==> config.mk <==
export PLATFORM = sky130hd
export DESIGN_NAME = imem_fetch_ctrl
export DESIGN_NICKNAME = d
export VERILOG_FILES = /design/src/rtl/fetch_pkg.sv /design/src/rtl/imem_boot_loader.sv /design/src/rtl/imem_fetch_ctrl.sv
export SDC_FILE = /design/constraint.sdc
export NUM_CORES = 1
export LEC_CHECK = 0
export BUFFER_PORTS_ARGS = -buffer_cell sky130_fd_sc_hd__buf_4
export CAP_MARGIN = 5
export CORE_AREA = 5 5 123 125
export CTS_CLUSTER_DIAMETER = 50
export DETAILED_ROUTE_END_ITERATION = 10
export DIE_AREA = 0 0 128 130
export PLACE_DENSITY = 0.76
export RECOVER_POWER = 100
export SETUP_SLACK_MARGIN = 0.2
export SLEW_MARGIN = 15
export SYNTH_ARGS = -nofsm -noshare
export SYNTH_HDL_FRONTEND = slang
export SYNTH_SLANG_ARGS = --single-unit
==> constraint.sdc <==
create_clock -name clk -period 2.1 [get_ports clk]
set_input_delay 0.21 -clock clk [delete_from_list [all_inputs] [get_ports clk]]
set_output_delay 0.21 -clock clk [all_outputs]
set_load 0.03 [all_outputs]
==> src/rtl/fetch_pkg.sv <==
// rtl/fetch_pkg.sv - shared types and constants for the instruction fetch controller
package fetch_pkg;

    localparam int XLEN = 32;

    // addi x0,x0,0
    localparam logic [XLEN-1:0] NOP_INSN = 32'h0000_0013;

    typedef enum logic [1:0] {
        LOAD = 2'd0,
        RUN  = 2'd1,
        HALT = 2'd2
    } fetch_state_t;

endpackage

==> src/rtl/imem_boot_loader.sv <==
// rtl/imem_boot_loader.sv - boot-time program loader driving the imem write port
module imem_boot_loader
    import fetch_pkg::*;
#(
    parameter int DEPTH = 100
) (
    input  logic            clk,
    input  logic            rst,
    input  logic            active,
    input  logic            ld_valid,
    input  logic [XLEN-1:0] ld_data,
    input  logic            ld_last,
    output logic            ld_ready,
    output logic            imem_we,
    output logic [XLEN-1:0] imem_waddr,
    output logic [XLEN-1:0] imem_wdata,
    output logic            load_done
);

    logic [XLEN-1:0] wcnt;
    logic            beat;

    assign ld_ready   = active;
    assign beat       = ld_valid & active;
    assign imem_we    = beat;
    assign imem_waddr = wcnt << 2;
    assign imem_wdata = ld_data;

    // The final slot ends the load even without ld_last, so the write never overruns DEPTH.
    assign load_done  = beat & (ld_last | (wcnt == XLEN'(DEPTH - 1)));

    always_ff @(posedge clk) begin
        if (rst) begin
            wcnt <= '0;
        end else if (beat) begin
            wcnt <= wcnt + 1'b1;
        end
    end

endmodule

==> src/rtl/imem_fetch_ctrl.sv <==
// rtl/imem_fetch_ctrl.sv - boot loader sequencing, PC and IF register for the 3-stage pipeline
module imem_fetch_ctrl
    import fetch_pkg::*;
#(
    parameter logic [XLEN-1:0] RESET_PC = 32'h0000_0000,
    parameter int              DEPTH    = 100,
    parameter logic [XLEN-1:0] NOP      = NOP_INSN
) (
    input  logic            clk,
    input  logic            rst,
    input  logic            ld_valid,
    output logic            ld_ready,
    input  logic [XLEN-1:0] ld_data,
    input  logic            ld_last,
    output logic            imem_we,
    output logic [XLEN-1:0] imem_waddr,
    output logic [XLEN-1:0] imem_wdata,
    output logic [XLEN-1:0] imem_addr,
    input  logic [XLEN-1:0] imem_data,
    input  logic            stall,
    input  logic            br_taken,
    input  logic [XLEN-1:0] br_target,
    output logic [XLEN-1:0] if_pc,
    output logic [XLEN-1:0] if_inst,
    output logic            if_valid,
    output logic            running,
    output logic            halted
);

    fetch_state_t    state;
    logic [XLEN-1:0] pc;
    logic            load_done;
    logic            unused_br_lsbs;

    imem_boot_loader #(
        .DEPTH (DEPTH)
    ) u_loader (
        .clk        (clk),
        .rst        (rst),
        .active     (state == LOAD),
        .ld_valid   (ld_valid),
        .ld_data    (ld_data),
        .ld_last    (ld_last),
        .ld_ready   (ld_ready),
        .imem_we    (imem_we),
        .imem_waddr (imem_waddr),
        .imem_wdata (imem_wdata),
        .load_done  (load_done)
    );

    assign imem_addr      = pc;
    assign running        = (state == RUN);
    assign halted         = (state == HALT);
    assign unused_br_lsbs = ^br_target[1:0];

    always_ff @(posedge clk) begin
        if (rst) begin
            state    <= LOAD;
            pc       <= RESET_PC;
            if_inst  <= NOP;
            if_pc    <= '0;
            if_valid <= 1'b0;
        end else begin
            case (state)
                LOAD: begin
                    if (load_done) begin
                        state <= RUN;
                    end
                end
                RUN: begin
                    // A redirect wins over a stall: the stalled word is on the wrong path anyway.
                    if (br_taken) begin
                        pc       <= {br_target[XLEN-1:2], 2'b00};
                        if_inst  <= NOP;
                        if_valid <= 1'b0;
                    end else if (stall) begin
                        pc <= pc;
                    end else if (pc >= XLEN'(DEPTH * 4)) begin
                        state    <= HALT;
                        if_inst  <= NOP;
                        if_valid <= 1'b0;
                    end else begin
                        if_inst  <= imem_data;
                        if_pc    <= pc;
                        if_valid <= 1'b1;
                        pc       <= pc + 32'd4;
                    end
                end
                HALT: begin
                    state <= HALT;
                end
                default: begin
                    state <= HALT;
                end
            endcase
        end
    end

endmodule

==> key figures, run 1 <==
Die
  – Die Ht: 130 µm
  – Row cnt: 43
  – Die width: 128 µm
  – Num ports: 267
  – Die area: 16600 µm²
  – Core Area: 13800 µm²
  – Starting Density: 42.1%

Logic synthesis
  – Synthesized flop and latch total: 127
  – Synth Area per Inst: 8.61 µm²
  – Post-synth top flop: dfxtp_1
  – Synth Warn #: 0
  – Synthesized area: 5800 µm²
  – Async S/R FF share, synth: 0%
  – Post-synthesis sequential area ratio: 43.9%
  – Number of library cell types mapped by synthesis: 60
  – Number of synthesized flops with an enable pin: 0
  – Mapped Cells: 673

Drt
  – Vias/cell: 5.27
  – Via count: 5461
  – Routed Antenna Nets: 0
  – # DRC: 0
  – Routed wire length: 17300 µm
  – Drt pass-1 iters: 5
  – Iter 0 DRT Violations: 417
  – Wire length per cell: 16.7 µm

Clocking
  – CTS tree: yes
  – Root Driver: clkbuf_16
  – Worst-Skew Late Latency: 0.41 ns
  – Count of clock tree sinks: 127
  – Hold Buf Count CTS: 0
  – Max Root-Sink Buffers: 2
  – H-tree levels: 4
  – Clock slew at reported path FFs: 0.06 ns
  – TritonCTS Buffers: 17

Worst setup path
  – Worst reg2reg path endpoint: u_loader.wcnt[23]$_SDFFE_PP0P_
  – Setup crit start: state[1]$_SDFFE_PP0P_
  – Setup crit end: u_loader.wcnt[23]$_SDFFE_PP0P_
  – R2R Setup Slk: 0.16 ns
  – Worst EP arrival: 2.24 ns
  – CP Capture Type: flop
  – R2R depth: 7
  – CP max FO: 9
  – Crit path kind: reg -> reg
  – RR Startpoint: state[1]$_SDFFE_PP0P_
  – Worst Setup Start Kind: flop
  – WP data required: 2.41 ns

Layout
  – Nets@finish: 948
  – Layout cells sized above 1: 24.8%
  – Number of fill cells: 1357
  – Area Overhead vs Synth: 31.6%
  – Util after Layout: 55.4%
  – Antenna cell count: 0
  – Final Cell Area: 7630 µm²

Power
  – Internal: 4.36 mW
  – Power Dens Cells: 789 nW/µm²
  – Sw Ratio: 27.5%
  – Register share of total power: 41.7%
  – Clock Power Share: 46.3%
  – Psw: 1.65 mW
  – Leak pwr: 2.80 nW
  – Combinational power share: 12.1%
  – Worst vdd ir: 0.630 mV

STA
  – FMAX: 0.516 GHz
  – WHS: 0.0361 ns
  – Count of final hold-check violations: 0
  – Unrepaired setup endpoints after global routing: true
  – Worst-Margin Slew: 0.636 ns
  – Final min period: 1.94 ns
  – Setup ws final: 0.163 ns
  – Slew margin rel.: 57.5%
  – Max Clock Skew: 0.00818 ns
  – Fin Setup TNS: 0 ns
  – Final setup violation count: 0
  – Slew Limit Fails: 0
  – Final Cycle Share: 92.2%

Run
  – Max_cap viols: 0

GRT
  – Number of global-route vias before repair: 5207
  – Initial antenna violation count: 0
  – GRT Total Usage: 20.0%
  – Largest net degree at the start of global routing: 102
  – Global-route wire length before repair: 26700 µm
  – Global route overflow: 0

Placed design
  – Port bufs: 194
  – Placed cell areas: 7250 µm²
  – Post-DP HPWL: 11900 µm
  – Dpl ws: 0.0220 ns
  – GPL Wtd Cong: 0.858

Outcome
  – Status: finished, final reports clean

Hold path
  – Hold Path Class: in -> reg
worst max-delay path, stage by stage (launching register included):
cell and delay (ns):
dfxtp_1 0.33, and4bb_2 0.34, nand4_4 0.10, clkbuf_1 0.26
nor4_2 0.35, buf_4 0.18, a21oi_1 0.06, a31o_2 0.21
metrics by stage:
stage / cells / power, mW
6_report: 1036 / 6.02
5_1_grt: 1036 / 6.28
4_1_cts: 1025 / 6.10
3_5_place_dp: 988 / 3.24
3_3_place_gp: 988 / 3.23
2_1_floorplan: 678 / 3.05
how the worst min path moves through the flow:
stage                        startpoint                          to  slack (ns)  depth (start not counted)
after floorplan           br_target[20]  imem_addr[20]$_SDFFE_PP0P_        0.34                          2
after detailed placement    ld_data[10]              imem_wdata[10]        0.42                          0
after global routing      br_target[22]  imem_addr[22]$_SDFFE_PP0P_        0.02                          3
final                     br_target[22]  imem_addr[22]$_SDFFE_PP0P_        0.04                          3
after global placement      ld_data[10]              imem_wdata[10]        0.42                          0
after CTS                 br_target[22]  imem_addr[22]$_SDFFE_PP0P_        0.01                          3
power groups by stage:
stage,combinational [mW],sequential (mW),clock [mW]
2_1_floorplan,0.438,2.61,0
3_3_place_gp,0.681,2.55,0
3_5_place_dp,0.688,2.55,0
4_1_cts,0.730,2.50,2.86
5_1_grt,0.780,2.51,2.98
6_report,0.725,2.51,2.78
cell usage after synthesis, types with 2 or more instances:
library cell  instances  area, µm²
a31oi_1               4       25.0
nor2_1               80        300
mux2i_1              11        110
nor3_1                7       35.0
nand4b_1              2       17.5
a211oi_1              8       60.1
dfxtp_1             127       2540
and2_1               25        156
o22ai_1               3       18.8
o21ai_0              14       70.1
buf_4                68        510
o31ai_1              17        128
nand2_1              48        180
xor2_1                2       17.5
inv_1                14       52.6
buf_1                 2       7.51
or4_1                 7       52.6
nor4_1               25        156
and4_1                9       78.8
clkbuf_1             27        101
a22oi_1              30        225
a21oi_1              33        165
ha_1                  3       37.5
and3_1                4       25.0
buf_2                 6       30.0
nand3_1              30        150
nand2b_1              2       12.5
or3_1                 6       37.5
xnor2_1              18        158
nand4_1              11       68.8
cells by family after synthesis:
family | count (synthesis) | synth area share, %
adders and majority gates | 3 | 0.648
AOI/OAI and AO/OA | 124 | 14.1
DFF | 127 | 43.9
muxes | 11 | 1.90
xor gates and xnor gates | 20 | 3.02
and+or+nand+nor | 268 | 24.0
other | 1 | 0.0647
buffers and inverters | 119 | 12.4
timing repair:
item | CTS | global route
gates cloned | 1 | 0
pin swaps | 8 | 9
buffers inserted | 4 | 11
setup endpoints to repair | 68 | 73
resized for setup | 13 | 26
final cells by class:
cell class | instances | area, µm² | share of cell area [%]
timing repair buffer | 249 | 1450 | 19.0
sequential | 127 | 2600 | 34.0
multi-input combinational | 433 | 2730 | 35.8
clock inverter | 12 | 101 | 1.33
tap | 180 | 225 | 2.95
inverter | 15 | 56.3 | 0.738
clock buffer | 20 | 467 | 6.12
per-layer routing:
layer  GRT usage, %  vias to the layer above  share of wire, %  wire, µm
li1               -                     2666                 -         -
met1           24.4                     2518                41      7030
met2           32.7                      250                49      8390
met3           7.57                       27               8.9      1540
met4           6.87                        0               1.9       327
met5              0                        -                 0         0
flip-flops by register name, indices dropped and copies added, names as in the netlist:
register       flops
if_inst           32
u_loader.wcnt     32
if_pc             30
imem_addr         30
state              2
if_valid           1
placed cells by master, fill, tap and decap left out, types with 4 or more instances in the layout:
| cell | Yosys | layout |
|---|---|---|
| clkbuf_1 | 27 | 121 |
| buf_4 | 68 | 119 |
| dfxtp_1 | 127 | 106 |
| nor2_1 | 80 | 79 |
| nand2_1 | 48 | 47 |
| a21oi_1 | 33 | 33 |
| a22oi_1 | 30 | 30 |
| nand3_1 | 30 | 27 |
| nor4_1 | 25 | 19 |
| xnor2_1 | 18 | 18 |
| clkbuf_16 | 0 | 17 |
| o31ai_1 | 17 | 16 |
| and2_1 | 25 | 15 |
| o21ai_0 | 14 | 14 |
| inv_1 | 14 | 13 |
| mux2i_1 | 11 | 11 |
| nand4_1 | 11 | 11 |
| dfxtp_4 | 0 | 11 |
| and2_0 | 0 | 10 |
| dfxtp_2 | 0 | 10 |
| a211oi_1 | 8 | 8 |
| and4_1 | 9 | 7 |
| nor3_1 | 7 | 6 |
| or3_1 | 6 | 6 |
| conb_1 | 1 | 6 |
| inv_6 | 0 | 6 |
| or4_1 | 7 | 5 |
| and3_1 | 4 | 4 |
| a31oi_1 | 4 | 4 |
| buf_6 | 1 | 4 |
No activity file was read; power rests on OpenSTA's default activity.
==> run 2, diff against run 1 <==
CORE_AREA = 5 5 105 146   (was 5 5 123 125)
DIE_AREA = 0 0 110 151   (was 0 0 128 130)
==> run 2 against run 1 <==
  * Die area decreased by 0.18%
  * Core utilization about the same
  * Via count increased by 1.5%
  * Count of clock-buffer cells in the layout decreased by 3
  * Maximum frequency decreased by 0.42%
  * Highest routed layer unchanged
  * Power increased by 2.5%
==> key figures, run 2 (synthesis gave the netlist of run 1 again) <==
Worst setup path
  – WP data required: 2.44 ns (+0.03 ns)
  – CP cell instances: and4_1, nand4_1, or4_4, a211o_1, a21oi_2
  – Bufs and invs on worst path: 0 (-2)
  – R2R Setup Slk: 0.15 ns (about the same)
  – RR Startpoint: imem_addr[5]$_SDFFE_PP0P_
  – CP max stage delay: 0.51 ns (+0.16 ns)
  – Crit-path leading delay family: simple AND/OR/NAND/NOR gates
  – R2R depth: 5 (-2)
  – Worst EP arrival: 2.28 ns (+0.04 ns)
  – Crit path kind: reg -> reg
  – CP Capture Type: flop
  – CP max FO: 8 (-1)
  – Worst reg2reg path endpoint: imem_addr[31]$_SDFFE_PP0P_
  – Slowest stage cell, crit path: dfxtp_1
  – Worst Setup Start Kind: flop

Drt
  – Routed Antenna Nets: 0 (unchanged)
  – Via count: 5545 (+1.5%)
  – Iter 0 DRT Violations: 341 (-18%)
  – Routed wire length: 17800 µm (+3.0%)
  – Wire length per cell: 17.2 µm (+3.0%)
  – # DRC: 0 (unchanged)
  – Vias/cell: 5.35 (+1.5%)
  – Drt pass-1 iters: 4 (-1)

Placed design
  – GPL Wtd Cong: 0.885 (+3.1%)
  – Dpl ws: 0.0251 ns (+0.00313 ns)
  – Placed cell areas: 7290 µm² (+0.50%)
  – Port bufs: 194 (unchanged)
  – Post-DP HPWL: 12600 µm (+6.2%)
  – Placed cell count: 997 (+0.91%)

STA
  – Final min period: 1.95 ns (+0.00826 ns)
  – Slew margin rel.: 57.4% (-0.17 points)
  – Final setup violation count: 0 (unchanged)
  – Worst-Margin Slew: 0.639 ns (+0.00258 ns)
  – Fin Setup TNS: 0 ns (unchanged)
  – Final Cycle Share: 92.6% (+0.39 points)
  – Max Clock Skew: 0.00977 ns (+0.00158 ns)
  – Unrepaired setup endpoints after global routing: true
  – Count of final hold-check violations: 0 (unchanged)
  – Setup ws final: 0.155 ns (-0.00826 ns)
  – Slew Limit Fails: 0 (unchanged)
  – FMAX: 0.514 GHz (-0.42%)
  – WHS: 0.0346 ns (-0.00154 ns)

Hold path
  – Hold Path Class: in -> reg
  – Worst Hold Depth: 3 (unchanged)
  – WHS Endpoint: imem_addr[21]$_SDFFE_PP0P_
  – Hold_sp: br_target[21]

Run
  – Max_cap viols: 0 (unchanged)

Layout
  – Final Non-Filler Cells: 1036 (unchanged)
  – Commonest non-fill, non-tap cells in the layout: 125 x buf_4, 114 x clkbuf_1, 107 x dfxtp_1, 79 x nor2_1, 46 x nand2_1
  – Largest regs: if_inst (32), u_loader.wcnt (32)
  – Area Overhead vs Synth: 32.3%
  – Nets@finish: 943 (-0.53%)
  – Layout cells sized above 1: 26.6% (+1.8 points)
  – Commonest non-fill, non-tap cell in the layout: buf_4
  – Final Cell Area: 7670 µm² (+0.57%)
  – Antenna cell count: 0 (unchanged)

GRT
  – Largest net degree at the start of global routing: 53 (-48%)
  – Number of global-route vias before repair: 5373 (+3.2%)
  – Initial antenna violation count: 0 (unchanged)
  – Global-route wire length before repair: 27600 µm (+3.4%)
  – GRT Total Usage: 21.2% (+1.1 points)
  – Global route overflow: 0 (unchanged)

Clocking
  – Clock slew at reported path FFs: 0.07 ns (about the same)
  – CTS tree: yes
  – Worst-Skew Late Latency: 0.41 ns (about the same)
  – Root Driver: clkbuf_16
  – TritonCTS Buffers: 17 (unchanged)
  – Count of clock tree sinks: 127 (unchanged)
  – Hold Buf Count CTS: 0 (unchanged)
  – Max Root-Sink Buffers: 2 (unchanged)
  – H-tree levels: 4 (unchanged)

Die
  – Die Ht: 151 µm (+16%)
  – Num ports: 267 (unchanged)
  – Row cnt: 51 (+19%)
  – Core Area: 13800 µm² (+0.54%)
  – Starting Density: 41.9% (-0.22 points)
  – Die width: 110 µm (-14%)
  – Die area: 16600 µm² (-0.18%)

Power
  – Power Dens Cells: 804 nW/µm² (+1.9%)
  – Leak pwr: 2.84 nW (+1.4%)
  – Worst vdd ir: 0.443 mV (-30%)

Outcome
  – Status: finished, final reports clean
-- run 2: report_power, final --
group	internal (mW)	switching, mW	leakage, nW
logic	0.310	0.449	1.52
registers	2.45	0.0578	1.04
clock network	1.60	1.30	0.288
-- run 2: final cells by class --
class | count | area [µm²]
clock buffer | 17 | 425
clock inverter | 15 | 163
fill | 1368 | 6180
inverter | 15 | 56.3
multi-input combinational | 433 | 2770
sequential | 127 | 2590
tap | 185 | 231
timing repair buffer | 244 | 1430
-- run 2: what timing repair did --
action,CTS,global route
pin swaps,3,9
setup buffers,5,1
endpoints found under the hold margin,0,0
cloned,1,0
gates resized for setup,11,36
setup endpoints to repair,68,90
-- run 2: worst max path at each step --
stage / from / endpoint / slack [ns] / depth (start not counted)
floorplan: state[1]$_SDFFE_PP0P_ / u_loader.wcnt[25]$_SDFFE_PP0P_ / 0.10 / 6
global placement: imem_addr[13]$_SDFFE_PP0P_ / if_pc[24]$_SDFFE_PP0P_ / 0.06 / 5
detailed placement: imem_addr[13]$_SDFFE_PP0P_ / if_pc[16]$_SDFFE_PP0P_ / 0.03 / 5
CTS: state[1]$_SDFFE_PP0P_ / u_loader.wcnt[21]$_SDFFE_PP0P_ / 0.14 / 5
global route: u_loader.wcnt[0]$_SDFFE_PP0P_ / u_loader.wcnt[24]$_SDFFE_PP0P_ / 0.06 / 7
finish: imem_addr[5]$_SDFFE_PP0P_ / imem_addr[31]$_SDFFE_PP0P_ / 0.15 / 5
-- run 2: metrics by stage --
| step | total power, mW | utilization, % |
|---|---|---|
| final | 6.16 | 55.4 |
| after global placement | 3.26 | 52.7 |
| after detailed placement | 3.27 | 52.7 |
| after CTS | 6.20 | 57.5 |
| after global routing | 6.39 | 55.4 |
| after floorplan | 3.05 | - |
-- run 2: metal layers --
| metal | up-vias | track usage [%] | share of wire (%) |
|---|---|---|---|
| met3 | 60 | 6.52 | 7.9 |
| li1 | 2652 | - | - |
| met2 | 230 | 35.9 | 50 |
| met1 | 2603 | 23.7 | 38 |
| met4 | 0 | 10.4 | 4.5 |
| met5 | - | 0 | 0 |
-- run 2: worst register-to-register path: stages, from the launching register on --
cell,delay [ns]
dfxtp_1,0.51
and4_1,0.29
nand4_1,0.16
or4_4,0.51
a211o_1,0.28
a21oi_2,0.13
==> run 3, diff against run 2 <==
ABC_AREA = 1   (was default)
CORE_AREA = 5 5 113 158   (was 5 5 105 146)
DIE_AREA = 0 0 118 163   (was 0 0 110 151)
==> run 3 against run 2 <==
  * Cell count increased by 39%
  * Clock power hardly changed
  * Area after synthesis up 24%
==> key figures, run 3 <==
Clocking
  – Max Root-Sink Buffers: 2 (unchanged)
  – Worst-Skew Late Latency: 0.43 ns (+0.02 ns)
  – Root Driver: clkbuf_16
  – H-tree levels: 4 (unchanged)
  – Count of clock tree sinks: 127 (unchanged)
  – TritonCTS Buffers: 17 (unchanged)
  – Clock slew at reported path FFs: 0.06 ns (about the same)
  – CTS tree: yes

Drt
  – # DRC: 0 (unchanged)
  – Drt pass-1 iters: 4 (unchanged)
  – Iter 0 DRT Violations: 530 (+55%)
  – Vias/cell: 4.99 (-6.7%)
  – Wire length per cell: 15.4 µm (-10%)
  – Routed wire length: 22200 µm (+25%)
  – Routed Antenna Nets: 0 (unchanged)
  – Via count: 7191 (+30%)

Power
  – Psw: 2.01 mW (+11%)
  – Clock Power Share: 45.4% (-1.7 points)
  – Sw Ratio: 31.4% (+2.0 points)
  – Leak pwr: 3.32 nW (+17%)
  – Register share of total power: 39.2% (-1.4 points)
  – Power Dens Cells: 752 nW/µm² (-6.5%)
  – Combinational power share: 15.4% (+3.1 points)
  – Worst vdd ir: 0.521 mV (+18%)
  – Internal: 4.40 mW (+1.0%)

Run
  – Max_cap viols: 0 (unchanged)

Logic synthesis
  – Synthesized flop and latch total: 127 (unchanged)
  – Most frequent cell after synthesis: nand2_1
  – Synthesized area: 7160 µm² (+24%)
  – Mapped Cells: 1082 (+61%)
  – Post-synthesis sequential area ratio: 35.5% (-8.4 points)
  – Synth Area per Inst: 6.62 µm² (-23%)
  – Most frequent cells after synthesis: 303 x nand2_1, 127 x dfxtp_1, 124 x nor2_1, 101 x inv_1, 96 x nand3_1
  – Number of synthesized flops with an enable pin: 0 (unchanged)
  – Post-synth top flop: dfxtp_1
  – Post-synth top area cell: dfxtp_1
  – Yosys top cell area share: 35.5% (-8.4 points)
  – Synth top area cells: dfxtp_1 35%, nand2_1 16%, buf_4 7.5%, nand3_1 6.7%, nor2_1 6.5%
  – Synth Warn #: 0 (unchanged)
  – Number of library cell types mapped by synthesis: 43 (-28%)
  – Async S/R FF share, synth: 0% (unchanged)

Layout
  – Final Non-Filler Cells: 1440 (+39%)
  – Area of the multi-input gates: 3440 µm² (+24%)
  – Final Cell Area: 8530 µm² (+11%)
  – Layout cells sized above 1: 15.0% (-12 points)
  – Commonest non-fill, non-tap cells in the layout: 303 x nand2_1, 125 x dfxtp_1, 124 x nor2_1, 123 x clkbuf_1, 101 x inv_1
  – Commonest non-fill, non-tap cell in the layout: nand2_1
  – Largest regs: if_inst (32), u_loader.wcnt (32)
  – Area Overhead vs Synth: 19.1%
  – Number of fill cells: 1799 (+32%)
  – Seq. cell area: 2540 µm² (-1.9%)
  – Util after Layout: 52.0% (-3.4 points)
  – Antenna cell count: 0 (unchanged)
  – Nets@finish: 1329 (+41%)

Outcome
  – Status: finished, final reports clean

Die
  – Die area: 19200 µm² (+16%)
  – Core Area: 16400 µm² (+18%)
  – Die width: 118 µm (+7.3%)
  – Die Ht: 163 µm (+7.9%)
  – Row cnt: 56 (+9.8%)
  – Starting Density: 43.7% (+1.8 points)
  – Num ports: 267 (unchanged)

STA
  – Fin Setup TNS: 0 ns (unchanged)
  – Slew Limit Fails: 0 (unchanged)
  – Count of final hold-check violations: 0 (unchanged)
  – Final setup violation count: 0 (unchanged)
  – FMAX: 0.535 GHz (+4.1%)
  – Final min period: 1.87 ns (-0.0765 ns)
  – Final Cycle Share: 89.0% (-3.6 points)
  – Max Clock Skew: 0.0124 ns (+0.00262 ns)
  – Setup ws final: 0.231 ns (+0.0765 ns)
  – Unrepaired setup endpoints after global routing: true

Placed design
  – GPL Wtd Cong: 0.939 (+6.2%)
  – Placed cell count: 1399 (+40%)
  – Placed cell areas: 8360 µm² (+15%)
  – Dpl ws: 0.159 ns (+0.134 ns)
  – Post-DP HPWL: 16200 µm (+28%)
  – Port bufs: 194 (unchanged)

Worst setup path
  – WP data required: 1.89 ns (-0.55 ns)
  – Worst EP arrival: 1.66 ns (-0.62 ns)
  – Crit path kind: reg -> out
  – CP Capture Type: output pin
  – Worst Setup Start Kind: flop
  – CP max FO: 19 (+11)

GRT
  – Global-route wire length before repair: 34300 µm (+24%)
  – Number of global-route vias before repair: 6927 (+29%)
  – GRT Total Usage: 22.1% (+0.95 points)
  – Global route overflow: 0 (unchanged)
  – Initial antenna violation count: 0 (unchanged)
  – Largest net degree at the start of global routing: 73 (+38%)

Hold path
  – Hold Path Class: in -> reg
run 3: changes by cell type after synthesis, moves of 30 or more:
cell / change
a21oi_1: +40
a22oi_1: -30
inv_1: +87
nand2_1: +255
nand3_1: +66
nor2_1: +44
run 3: cell families (layout without fill, tap and decap cells):
family	count (synthesis)	after routing	synth area share (%)
other cells	1	6	0.0524
simple gates	594	595	36.1
flops	127	127	35.5
xor+xnor	8	8	0.978
fa+ha+maj	3	3	0.524
compound gates	132	132	10.8
buf+inv	217	366	16.1
run 3: layer usage:
layer | wire, µm | up-vias | global-route usage [%]
met2 | 11600 | 227 | 39.2
li1 | - | 3647 | -
met4 | 975 | 0 | 12.9
met1 | 8510 | 3238 | 24.0
met5 | 0 | - | 0
met3 | 1140 | 79 | 5.07
run 3: power by group through the flow:
stage | clock network, mW | logic (mW) | registers (mW)
after floorplan | 0 | 0.645 | 2.64
after global placement | 0 | 0.920 | 2.57
after detailed placement | 0 | 0.927 | 2.57
after CTS | 2.98 | 0.943 | 2.51
after global routing | 3.10 | 1.07 | 2.52
final | 2.91 | 0.985 | 2.51
run 3: final timing paths:
kind,from,end,slack (ns),depth (start not counted)
worst max-delay path,state[1]$_SDFFE_PP0P_,imem_we,0.23,5
worst min-delay path,br_target[12],imem_addr[12]$_SDFFE_PP0P_,0.04,3
worst max register to register,imem_addr[22]$_SDFFE_PP0P_,if_inst[4]$_SDFFE_PP1P_,0.27,9
worst min register to register,if_pc[30]$_SDFFE_PP0P_,if_pc[30]$_SDFFE_PP0P_,0.46,2
run 3: critical path, cell delays in order (launching register included):
cell and delay [ns]:
dfxtp_1 0.35, inv_1 0.08, nand2_1 0.06, nor2_1 0.12, clkbuf_2 0.38, buf_4 0.24
run 3: metrics by stage:
step,hold slack [ns],power [mW]
final,0.0402,6.41
after global routing,0.0482,6.68
after CTS,0.0230,6.44
after detailed placement,0.420,3.50
after global placement,0.420,3.49
after floorplan,0.332,3.28
run 3: cell type report:
cell class / instances / share of cell area [%]
Multi-Input combinational cell: 744 / 40.4
Sequential cell: 127 / 29.8
Timing Repair Buffer: 227 / 15.1
Clock buffer: 17 / 4.99
Inverter: 107 / 4.71
Tap cell: 203 / 2.98
Clock inverter: 15 / 1.97
run 3: what timing repair did:
item	in CTS	in global routing
buffers inserted	0	4
cloned	0	2
pin swaps	0	2
endpoints found under the hold margin	3	0
gates resized for setup	1	13
hold buffers	3	0
endpoints found under the setup margin	8	47
